### src/rtl/stopwatch_pkg.sv
`default_nettype none
// +------------------------------------------------------------------+
// | Package    : stopwatch_pkg                                       |
// | Description: Shared types and constants for the stopwatch front  |
// |              end (debounce FSM encoding, board timing defaults). |
// | Revision   : 1.0 - initial release                               |
// +------------------------------------------------------------------+
package stopwatch_pkg;

  // Board oscillator frequency in Hz.
  localparam int BOARD_CLK_HZ = 100_000_000;

  // 10 ms of stability at the board clock before a change is accepted.
  localparam int DEFAULT_DEBOUNCE_CYCLES = 1_000_000;

  // Debounce channel state. The *_PEND states are qualifying a change
  // that has been seen on the synchronised input but not yet accepted.
  typedef enum logic [1:0] {
    STABLE_LO = 2'd0,
    RISE_PEND = 2'd1,
    STABLE_HI = 2'd2,
    FALL_PEND = 2'd3
  } db_state_t;

endpackage : stopwatch_pkg
`default_nettype wire

### src/rtl/input_conditioner_if.sv
`default_nettype none
// +------------------------------------------------------------------+
// | Interface  : input_conditioner_if                                |
// | Description: Raw board inputs and conditioned outputs of the     |
// |              stopwatch input conditioner.                        |
// | Revision   : 1.0 - initial release                               |
// +------------------------------------------------------------------+
interface input_conditioner_if;

  // Raw, asynchronous board inputs
  logic btn_reset_raw;
  logic btn_pause_raw;
  logic sw_adjust_raw;
  logic sw_select_raw;

  // Conditioned, clk-domain outputs
  logic reset_pulse;
  logic pause_pulse;
  logic pause_state;
  logic adjust_level;
  logic select_level;

  // Board / stimulus side: drives the raw inputs, observes the results.
  modport master (
    output btn_reset_raw,
    output btn_pause_raw,
    output sw_adjust_raw,
    output sw_select_raw,
    input  reset_pulse,
    input  pause_pulse,
    input  pause_state,
    input  adjust_level,
    input  select_level
  );

  // Conditioner side.
  modport slave (
    input  btn_reset_raw,
    input  btn_pause_raw,
    input  sw_adjust_raw,
    input  sw_select_raw,
    output reset_pulse,
    output pause_pulse,
    output pause_state,
    output adjust_level,
    output select_level
  );

endinterface : input_conditioner_if
`default_nettype wire

### src/rtl/debounce_channel.sv
`default_nettype none
// +------------------------------------------------------------------+
// | Module     : debounce_channel                                    |
// | Description: 2-flop synchroniser followed by a counter-qualified |
// |              debounce FSM. Emits a registered level and a        |
// |              one-cycle pulse on each accepted rising edge.       |
// | Revision   : 1.0 - initial release                               |
// +------------------------------------------------------------------+
module debounce_channel
  import stopwatch_pkg::*;
#(
  parameter int DEBOUNCE_CYCLES = DEFAULT_DEBOUNCE_CYCLES,
  parameter int CNT_W           = 20
) (
  input  logic clk,
  input  logic rst_n,
  input  logic raw,
  output logic level,
  output logic rise_pulse
);

  // Terminal count: the pending state has seen DEBOUNCE_CYCLES stable
  // synchronised samples once the counter reaches this value.
  localparam logic [CNT_W-1:0] CNT_LAST = CNT_W'(DEBOUNCE_CYCLES - 1);
  localparam logic [CNT_W-1:0] CNT_ONE  = CNT_W'(1);

  logic             sync_meta;
  logic             sync;
  db_state_t        state;
  db_state_t        state_next;
  logic [CNT_W-1:0] cnt;
  logic [CNT_W-1:0] cnt_next;
  logic             level_next;
  logic             pulse_next;

  // Bring the asynchronous input into the clk domain.
  always_ff @(posedge clk or negedge rst_n) begin
    if (!rst_n) begin
      sync_meta <= 1'b0;
      sync      <= 1'b0;
    end else begin
      sync_meta <= raw;
      sync      <= sync_meta;
    end
  end

  // Debounce state, counter and registered outputs.
  always_ff @(posedge clk or negedge rst_n) begin
    if (!rst_n) begin
      state      <= STABLE_LO;
      cnt        <= '0;
      level      <= 1'b0;
      rise_pulse <= 1'b0;
    end else begin
      state      <= state_next;
      cnt        <= cnt_next;
      level      <= level_next;
      rise_pulse <= pulse_next;
    end
  end

  // Next-state logic; the counter is cleared on every acceptance or
  // rejection so it can never pass CNT_LAST or wrap.
  always_comb begin
    state_next = state;
    cnt_next   = cnt;
    level_next = level;
    pulse_next = 1'b0;
    case (state)
      STABLE_LO: begin
        if (sync) begin
          state_next = RISE_PEND;
          cnt_next   = CNT_ONE;
        end else begin
          cnt_next   = '0;
        end
      end
      RISE_PEND: begin
        if (!sync) begin
          state_next = STABLE_LO;
          cnt_next   = '0;
        end else if (cnt == CNT_LAST) begin
          state_next = STABLE_HI;
          cnt_next   = '0;
          level_next = 1'b1;
          pulse_next = 1'b1;
        end else begin
          cnt_next   = cnt + CNT_ONE;
        end
      end
      STABLE_HI: begin
        if (!sync) begin
          state_next = FALL_PEND;
          cnt_next   = CNT_ONE;
        end else begin
          cnt_next   = '0;
        end
      end
      FALL_PEND: begin
        if (sync) begin
          state_next = STABLE_HI;
          cnt_next   = '0;
        end else if (cnt == CNT_LAST) begin
          state_next = STABLE_LO;
          cnt_next   = '0;
          level_next = 1'b0;
        end else begin
          cnt_next   = cnt + CNT_ONE;
        end
      end
      default: begin
        state_next = STABLE_LO;
        cnt_next   = '0;
        level_next = 1'b0;
      end
    endcase
  end

endmodule : debounce_channel
`default_nettype wire

### src/rtl/input_conditioner.sv
`default_nettype none
// +------------------------------------------------------------------+
// | Module     : input_conditioner                                   |
// | Description: Synchronises and debounces the stopwatch buttons    |
// |              and switches; owns the pause toggle flag.           |
// | Revision   : 1.0 - initial release                               |
// +------------------------------------------------------------------+
module input_conditioner
  import stopwatch_pkg::*;
#(
  parameter int DEBOUNCE_CYCLES = DEFAULT_DEBOUNCE_CYCLES,
  parameter int CNT_W           = 20
) (
  input  logic                clk,
  input  logic                rst_n,
  input_conditioner_if.slave  bus
);

  localparam int NUM_CH    = 4;
  localparam int CH_RESET  = 0;
  localparam int CH_PAUSE  = 1;
  localparam int CH_ADJUST = 2;
  localparam int CH_SELECT = 3;

  logic [NUM_CH-1:0] raw_vec;
  logic [NUM_CH-1:0] level_vec;
  logic [NUM_CH-1:0] rise_vec;
  logic              pause_state;

  assign raw_vec = {bus.sw_select_raw, bus.sw_adjust_raw,
                    bus.btn_pause_raw, bus.btn_reset_raw};

  // One identical conditioning channel per raw input.
  for (genvar ch = 0; ch < NUM_CH; ch++) begin : g_channel
    debounce_channel #(
      .DEBOUNCE_CYCLES (DEBOUNCE_CYCLES),
      .CNT_W           (CNT_W)
    ) u_channel (
      .clk        (clk),
      .rst_n      (rst_n),
      .raw        (raw_vec[ch]),
      .level      (level_vec[ch]),
      .rise_pulse (rise_vec[ch])
    );
  end

  // Pause flag: a reset press clears it and beats a same-cycle pause press.
  always_ff @(posedge clk or negedge rst_n) begin
    if (!rst_n) begin
      pause_state <= 1'b0;
    end else if (rise_vec[CH_RESET]) begin
      pause_state <= 1'b0;
    end else if (rise_vec[CH_PAUSE]) begin
      pause_state <= ~pause_state;
    end
  end

  assign bus.reset_pulse  = rise_vec[CH_RESET];
  assign bus.pause_pulse  = rise_vec[CH_PAUSE];
  assign bus.pause_state  = pause_state;
  assign bus.adjust_level = level_vec[CH_ADJUST];
  assign bus.select_level = level_vec[CH_SELECT];

  // Buttons only expose their press pulse and switches only their level.
  logic unused_ch_outputs;
  assign unused_ch_outputs = ^{level_vec[CH_RESET], level_vec[CH_PAUSE],
                               rise_vec[CH_ADJUST], rise_vec[CH_SELECT]};

endmodule : input_conditioner
`default_nettype wire

### src/flat_wrapper.sv
// flat-port wrapper written by rule: the top's interface ports become plain ports
module input_conditioner_flat import stopwatch_pkg::*;
#(
  parameter int DEBOUNCE_CYCLES = DEFAULT_DEBOUNCE_CYCLES,
  parameter int CNT_W           = 20
)
  (clk, rst_n, bus_btn_reset_raw, bus_btn_pause_raw, bus_sw_adjust_raw, bus_sw_select_raw, bus_reset_pulse, bus_pause_pulse, bus_pause_state, bus_adjust_level, bus_select_level);
  input_conditioner_if bus_i ();
  input  logic clk;
  input  logic rst_n;
  input wire logic [$bits(bus_i.btn_reset_raw)-1:0] bus_btn_reset_raw;
  input wire logic [$bits(bus_i.btn_pause_raw)-1:0] bus_btn_pause_raw;
  input wire logic [$bits(bus_i.sw_adjust_raw)-1:0] bus_sw_adjust_raw;
  input wire logic [$bits(bus_i.sw_select_raw)-1:0] bus_sw_select_raw;
  output wire logic [$bits(bus_i.reset_pulse)-1:0] bus_reset_pulse;
  output wire logic [$bits(bus_i.pause_pulse)-1:0] bus_pause_pulse;
  output wire logic [$bits(bus_i.pause_state)-1:0] bus_pause_state;
  output wire logic [$bits(bus_i.adjust_level)-1:0] bus_adjust_level;
  output wire logic [$bits(bus_i.select_level)-1:0] bus_select_level;
  assign bus_i.btn_reset_raw = bus_btn_reset_raw;
  assign bus_i.btn_pause_raw = bus_btn_pause_raw;
  assign bus_i.sw_adjust_raw = bus_sw_adjust_raw;
  assign bus_i.sw_select_raw = bus_sw_select_raw;
  assign bus_reset_pulse = bus_i.reset_pulse;
  assign bus_pause_pulse = bus_i.pause_pulse;
  assign bus_pause_state = bus_i.pause_state;
  assign bus_adjust_level = bus_i.adjust_level;
  assign bus_select_level = bus_i.select_level;
  input_conditioner #(.DEBOUNCE_CYCLES(DEBOUNCE_CYCLES), .CNT_W(CNT_W)) u_core (.clk(clk), .rst_n(rst_n), .bus(bus_i));
endmodule
### config.mk
export PLATFORM = sky130hd
export DESIGN_NAME = input_conditioner_flat
export DESIGN_NICKNAME = d
export VERILOG_FILES = /design/src/rtl/stopwatch_pkg.sv /design/src/rtl/input_conditioner_if.sv /design/src/rtl/debounce_channel.sv /design/src/rtl/input_conditioner.sv /design/src/flat_wrapper.sv
export SDC_FILE = /design/constraint.sdc
export NUM_CORES = 1
export LEC_CHECK = 0
export CAP_MARGIN = 20
export CORE_MARGIN = 1
export CORE_UTILIZATION = 45
export CTS_CLUSTER_DIAMETER = 100
export DETAILED_ROUTE_END_ITERATION = 12
export MAX_ROUTING_LAYER = met4
export PLACE_DENSITY = 0.59
export SETUP_SLACK_MARGIN = 0.4
export SYNTH_ARGS = -nofsm -noshare
export SYNTH_HDL_FRONTEND = slang
export SYNTH_SLANG_ARGS = --single-unit
### constraint.sdc
create_clock -name clk -period 5.25 [get_ports clk]
set_clock_uncertainty 0.05 [all_clocks]
set_input_delay 1.05 -clock clk [delete_from_list [all_inputs] [get_ports clk]]
set_output_delay 1.05 -clock clk [all_outputs]
set_load 0.005 [all_outputs]
After elaboration in Yosys (flattened, before gate mapping)
Index checks and enable logic that the tools add are counted.
- bits in registers: 101
- word-level logic and storage cells: 149
- $add $sub $neg: 4
- equal/unequal tests: 40
- multiplexer cells: 70
- bitwise operators: 1
- reductions and logical operators: 13
- operators with widths (operator ; number):
    $pmux W20 S4 ; 4
    $mux W20 ; 12
    $add A20 B1 Y20 const B ; 4
    $eq A20 B20 Y1 const B ; 4
    $mux W2 ; 24
    $ne A2 B2 Y1 const B ; 16
    $pmux W2 S4 ; 4
    $mux W1 ; 24
    $ne A3 B3 Y1 const B ; 8
    $eq A2 B2 Y1 const B ; 8
    $reduce_and A4 Y1 ; 4
    $reduce_and A5 Y1 ; 2
    $eq A2 B1 Y1 const B ; 4
    $logic_not A2 Y1 ; 4
    $reduce_bool A2 Y1 ; 3
    $pmux W1 S2 ; 2
    $not A1 Y1 ; 1

Depth between registers and ports, before layout
- depth after elaboration: 4
- mapped depth: 7
- gate-level depth less buffers: 5

Cells and area by module
Synthesis repeated with hierarchy kept, for this count alone.
- cell total of the unflattened synthesis: 495
- area total of the unflattened synthesis: 5163.7 um2
- by module, submodules not included (module ; times used ; cells each ; area an instance (um2) ; sequential area each (um2)):
    debounce_channel at u_core.g_channel[0].u_channel ... ; 3 ; 121 ; 1271.2 ; 650.6
    debounce_channel at u_core.g_channel[3].u_channel ; 1 ; 129 ; 1312.5 ; 650.6
    input_conditioner ; 1 ; 3 ; 37.5 ; 25.0

Worst setup path before layout
Ideal clock, no wire load.
- path kind: flip-flop to flip-flop
- start: register u_core.g_channel[2].u_channel.cnt[7]
- end: register u_core.g_channel[2].u_channel.cnt[17]
- library setup time: 0.078 ns
- data arrival time: 1.800 ns
- required time: 5.122 ns
- setup slack: 3.322 ns
- stages on the path, launching flop included: 6
- buffers on the path: 1
- clock period less this slack: 1.928 ns
- path through: dfrtp_1 nand4_2 or4_1 buf_2 or4b_1 a21oi_1
- cells in the longest elaborated chain, start to end: 4
- elaborated cells between the ends (all ways): 6
- ends and longest elaborated chain (item ; RTL line ; RTL):
    start: declaration ; debounce_channel.sv:31 ; logic [CNT_W-1:0] cnt;
    start signal: assignment ; debounce_channel.sv:56 ; cnt <= cnt_next;
    $add A20 B1 Y20 or $eq A20 B20 Y1 (tied branches) ; n/a ;
    $mux W20 * ; debounce_channel.sv:82, debounce_channel.sv:103 ;
    $mux W20, on equally long branches ; debounce_channel.sv:100, debounce_channel.sv:79 ;
    $pmux W20 S4 * ; debounce_channel.sv:69 ; case (state)
    net u_core.g_channel[2].u_channel.cnt_next[17] ; debounce_channel.sv:32 ; logic [CNT_W-1:0] cnt_next;
Mark *: on every way through the listed nets, which the timed path passes. The rest lies on a longest branch.
A chain may end at the register's enable or synchronous reset.

Final worst setup path
- start: register u_core.pause_state, in the netlist u_core.bus.pause_state
- end: output bus_pause_state
- RTL lines (item ; RTL line ; RTL):
    start: declaration ; input_conditioner.sv:28 ; logic pause_state;
    start signal: assignment ; input_conditioner.sv:54 ; pause_state <= ~pause_state;
    end: declaration ; flat_wrapper.sv:17 ; output wire logic [$bits(bus_i.pause_state)-1:0] bus_pause_state;
No word-level cell between the ends.

==> reports/qor.yml <==
routing:
  vias_per_cell: 5.506
  drtIter0Drc: 127
  vias: 3452
  drtAntennaViolNets: 0
  drc: 0
  dr.pass1.iters: 5
  wl_um: 8604
  post_drt_wl_per_cell_um: 13.72
floorplanning:
  die_h_um: 104.7
  start_util_pct: 46.19
  die_width_um: 104.7
  coreArea_sq_mm: 0.01028
  placementRows: 37
  die-area_sq_mm: 0.01096
  io_pins: 11
setup_path:
  critPathLaunchType: "register"
  critPathCapture: "bus_pause_state"
  crit_cells: 1
  path_class: "register to output port"
  critical_path.endpoint_type: "output port"
  worstPathRequired_ns: 4.15
  rr_startpoint: "u_core.g_channel[0].u_channel.cnt[0]"
  slowest_delay_ns: 0.51
  path_delay_family: "buffers and inverters"
  crit_fanout: 2
  cp-startpoint: "u_core.bus.pause_state"
  reg2regPathDepth: 5
  critPathArrivalTime_ns: 1.27
  reg2reg_to: "u_core.g_channel[0].u_channel.cnt[18]"
  crit_buf_inv: 1
  crit_chain: "clkdlybuf4s50_1"
  reg2reg_slack_ns: 3.12
  slowest_stage: "clkdlybuf4s50_1"
sta:
  period_needed_ns: 2.367
  rsz0062_at_grt: "no"
  slew_viol_final: 0
  min_period_over_period_pct: 45.08
  setup_violations: 0
  hold_viol: 0
  relSlewSlack_pct: 49.01
  max_freq_ghz: 0.4225
  tns_ns: 0
  layout_setup_ws_ns: 2.883
  worst_pin_slew_ns: 0.7648
cts:
  path_clk_slew_ns: 0.10
  cts_tree: "yes"
  ctsHtreeMaxLevel: 3
  ctsResizeCount: 0
  cts_setup_buffers: 0
  cts_root_buf: "clkbuf_8"
  insertion_delay_ns: 0.38
  cts.sinks: 101
  cts_buffer_depth: 2
  numCtsBuffers: 9
  ctsHoldBuffers: 0
pwr:
  finalPower_mw: 1.349
  power_density_mw_per_mm2: 259.6
  peakVddDrop_uv: 188.6
  p_leak_nw: 2.013
final_layout:
  mostFrequentLayoutCells: "dfrtp_1, nor2_1, xnor2_1"
  n_fill_cell: 995
  drive_gt1_share_pct: 5.499
  antennaDiodeCount: 0
  final_core_util_pct: 50.56
  nets: 496
  final_common_cell: "dfrtp_1"
  area_growth_pct: 9.462
grt:
  antenna_found_initial: 0
  grt_max_degree: 62
  overflow: 0
  grt_pass1_wl_um: 15110
  grt_pass1_vias: 3321
  grt_use_total_pct: 17.74
synth:
  syn_inst: 474
  synth_area_sq_mm: 0.004747
  synth.distinct_cells: 40
  synth_fp_nets: 484
  synth_warnings: 0
  synth_seq_cells: 101
  syn_area_per_cell_sq_um: 10.01
  ys_seq_area_share_pct: 53.24
placed_design:
  dpl.hpwl_um: 5708
  portBuffers: 10
  post-place-ws_ns: 2.964
  gp_congestion: 0.7909
min_path:
  worst_hold_path_type: "register to register"
job:
  maxCapViolCount: 0
status:
  status: "finished, final reports clean"
==> state kept, by name, indices dropped and copies added, names as in the netlist, named ones only <==
signal	count
u_core.g_channel.u_channel.sync_meta	4
u_core.bus.pause_state	1
u_core.g_channel.u_channel.cnt	80
u_core.g_channel.u_channel.level	2
u_core.g_channel.u_channel.sync	4
u_core.g_channel.u_channel.rise_pulse	2
u_core.g_channel.u_channel.state	4
==> metal layers <==
layer / vias to the layer above / track usage, % / wire, um
met5: - / - / 0
met4: 0 / 6.539 / 74
met3: 7 / 4.991 / 320
met2: 41 / 26.06 / 3940
met1: 1695 / 23.45 / 4269
li1: 1709 / - / -
==> through the flow <==
stage | instance area, sq um | hold WS, ns | cells
2_1_floorplan | 4747 | 0.2812 | 474
3_3_place_gp | 4990 | 0.2811 | 611
3_5_place_dp | 4990 | 0.2863 | 611
4_1_cts | 5196 | 0.2991 | 627
5_1_grt | 5196 | 0.3161 | 627
6_report | 5196 | 0.2912 | 627
==> how the worst min path moves through the flow <==
stage | start | endpoint | slack (ns) | cells after the start
4_1_cts | u_core.g_channel[3].u_channel.sync_meta | u_core.g_channel[3].u_channel.sync | 0.30 | 0
6_report | u_core.g_channel[3].u_channel.sync_meta | u_core.g_channel[3].u_channel.sync | 0.29 | 0
3_5_place_dp | u_core.g_channel[0].u_channel.sync_meta | u_core.g_channel[0].u_channel.sync | 0.29 | 0
3_3_place_gp | u_core.g_channel[1].u_channel.sync_meta | u_core.g_channel[1].u_channel.sync | 0.28 | 0
5_1_grt | u_core.g_channel[3].u_channel.sync_meta | u_core.g_channel[3].u_channel.sync | 0.32 | 0
2_1_floorplan | u_core.g_channel[0].u_channel.sync_meta | u_core.g_channel[0].u_channel.sync | 0.28 | 0
==> Yosys cell counts <==
cell type / n / area share (%)
buf_2: 2 / 0.21
a31o_2: 1 / 0.18
nand2_1: 23 / 1.8
o22ai_1: 3 / 0.40
clkbuf_1: 10 / 0.79
nor3b_1: 2 / 0.32
nand3_1: 25 / 2.6
o31a_1: 1 / 0.18
nor4bb_1: 3 / 0.63
xor2_1: 17 / 3.1
or4_1: 8 / 1.3
xnor2_1: 38 / 7.0
mux2_2: 4 / 0.95
or4b_1: 1 / 0.21
and2_1: 5 / 0.66
and3b_1: 2 / 0.37
nand4_1: 19 / 2.5
a21o_1: 3 / 0.47
a2bb2oi_1: 1 / 0.18
nand4b_1: 3 / 0.55
dfrtp_1: 101 / 53
nand2b_1: 1 / 0.13
o211ai_1: 1 / 0.16
and3_1: 10 / 1.3
o21bai_1: 2 / 0.32
a41oi_1: 1 / 0.18
inv_1: 19 / 1.5
o21ai_0: 16 / 1.7
o31ai_1: 7 / 1.1
and4_1: 4 / 0.74
nor4b_1: 3 / 0.55
a21oi_1: 23 / 2.4
nor2_1: 63 / 5.0
ha_1: 4 / 1.1
nor4_1: 11 / 1.4
or3_1: 17 / 2.2
or3b_2: 1 / 0.18
nor3_1: 17 / 1.8
nand4_2: 1 / 0.26
o41ai_1: 1 / 0.18
==> cells by family (layout without fill, tap and decap cells) <==
logic type      after synthesis  after routing  synth area share, %
compound gates               60             60                7.486
flops                       101            101                53.24
fa+ha+maj                     4              4                1.054
buf+inv                      31             48                2.504
simple gates                219            219                24.62
xor+xnor                     55             55                10.15
mux                           4              4               0.9488
==> report_power, final <==
group          internal (mW)  switching (mW)  leakage (nW)
logic                 0.0139          0.0318         0.541
clock network          0.227           0.281        0.0980
registers              0.787         0.00897          1.37
==> cell type report <==
cell class                 instances  area, sq um  area share, %
inverter                          19        71.32          1.373
multi-input combinational        342         2101          40.43
clock buffer                       9        123.9          2.384
sequential                       101         2527          48.64
clock inverter                     7        82.58          1.589
tap                              136        170.2          3.275
timing repair buffer              13        120.1          2.312
(Power assumes the default switching activity.)
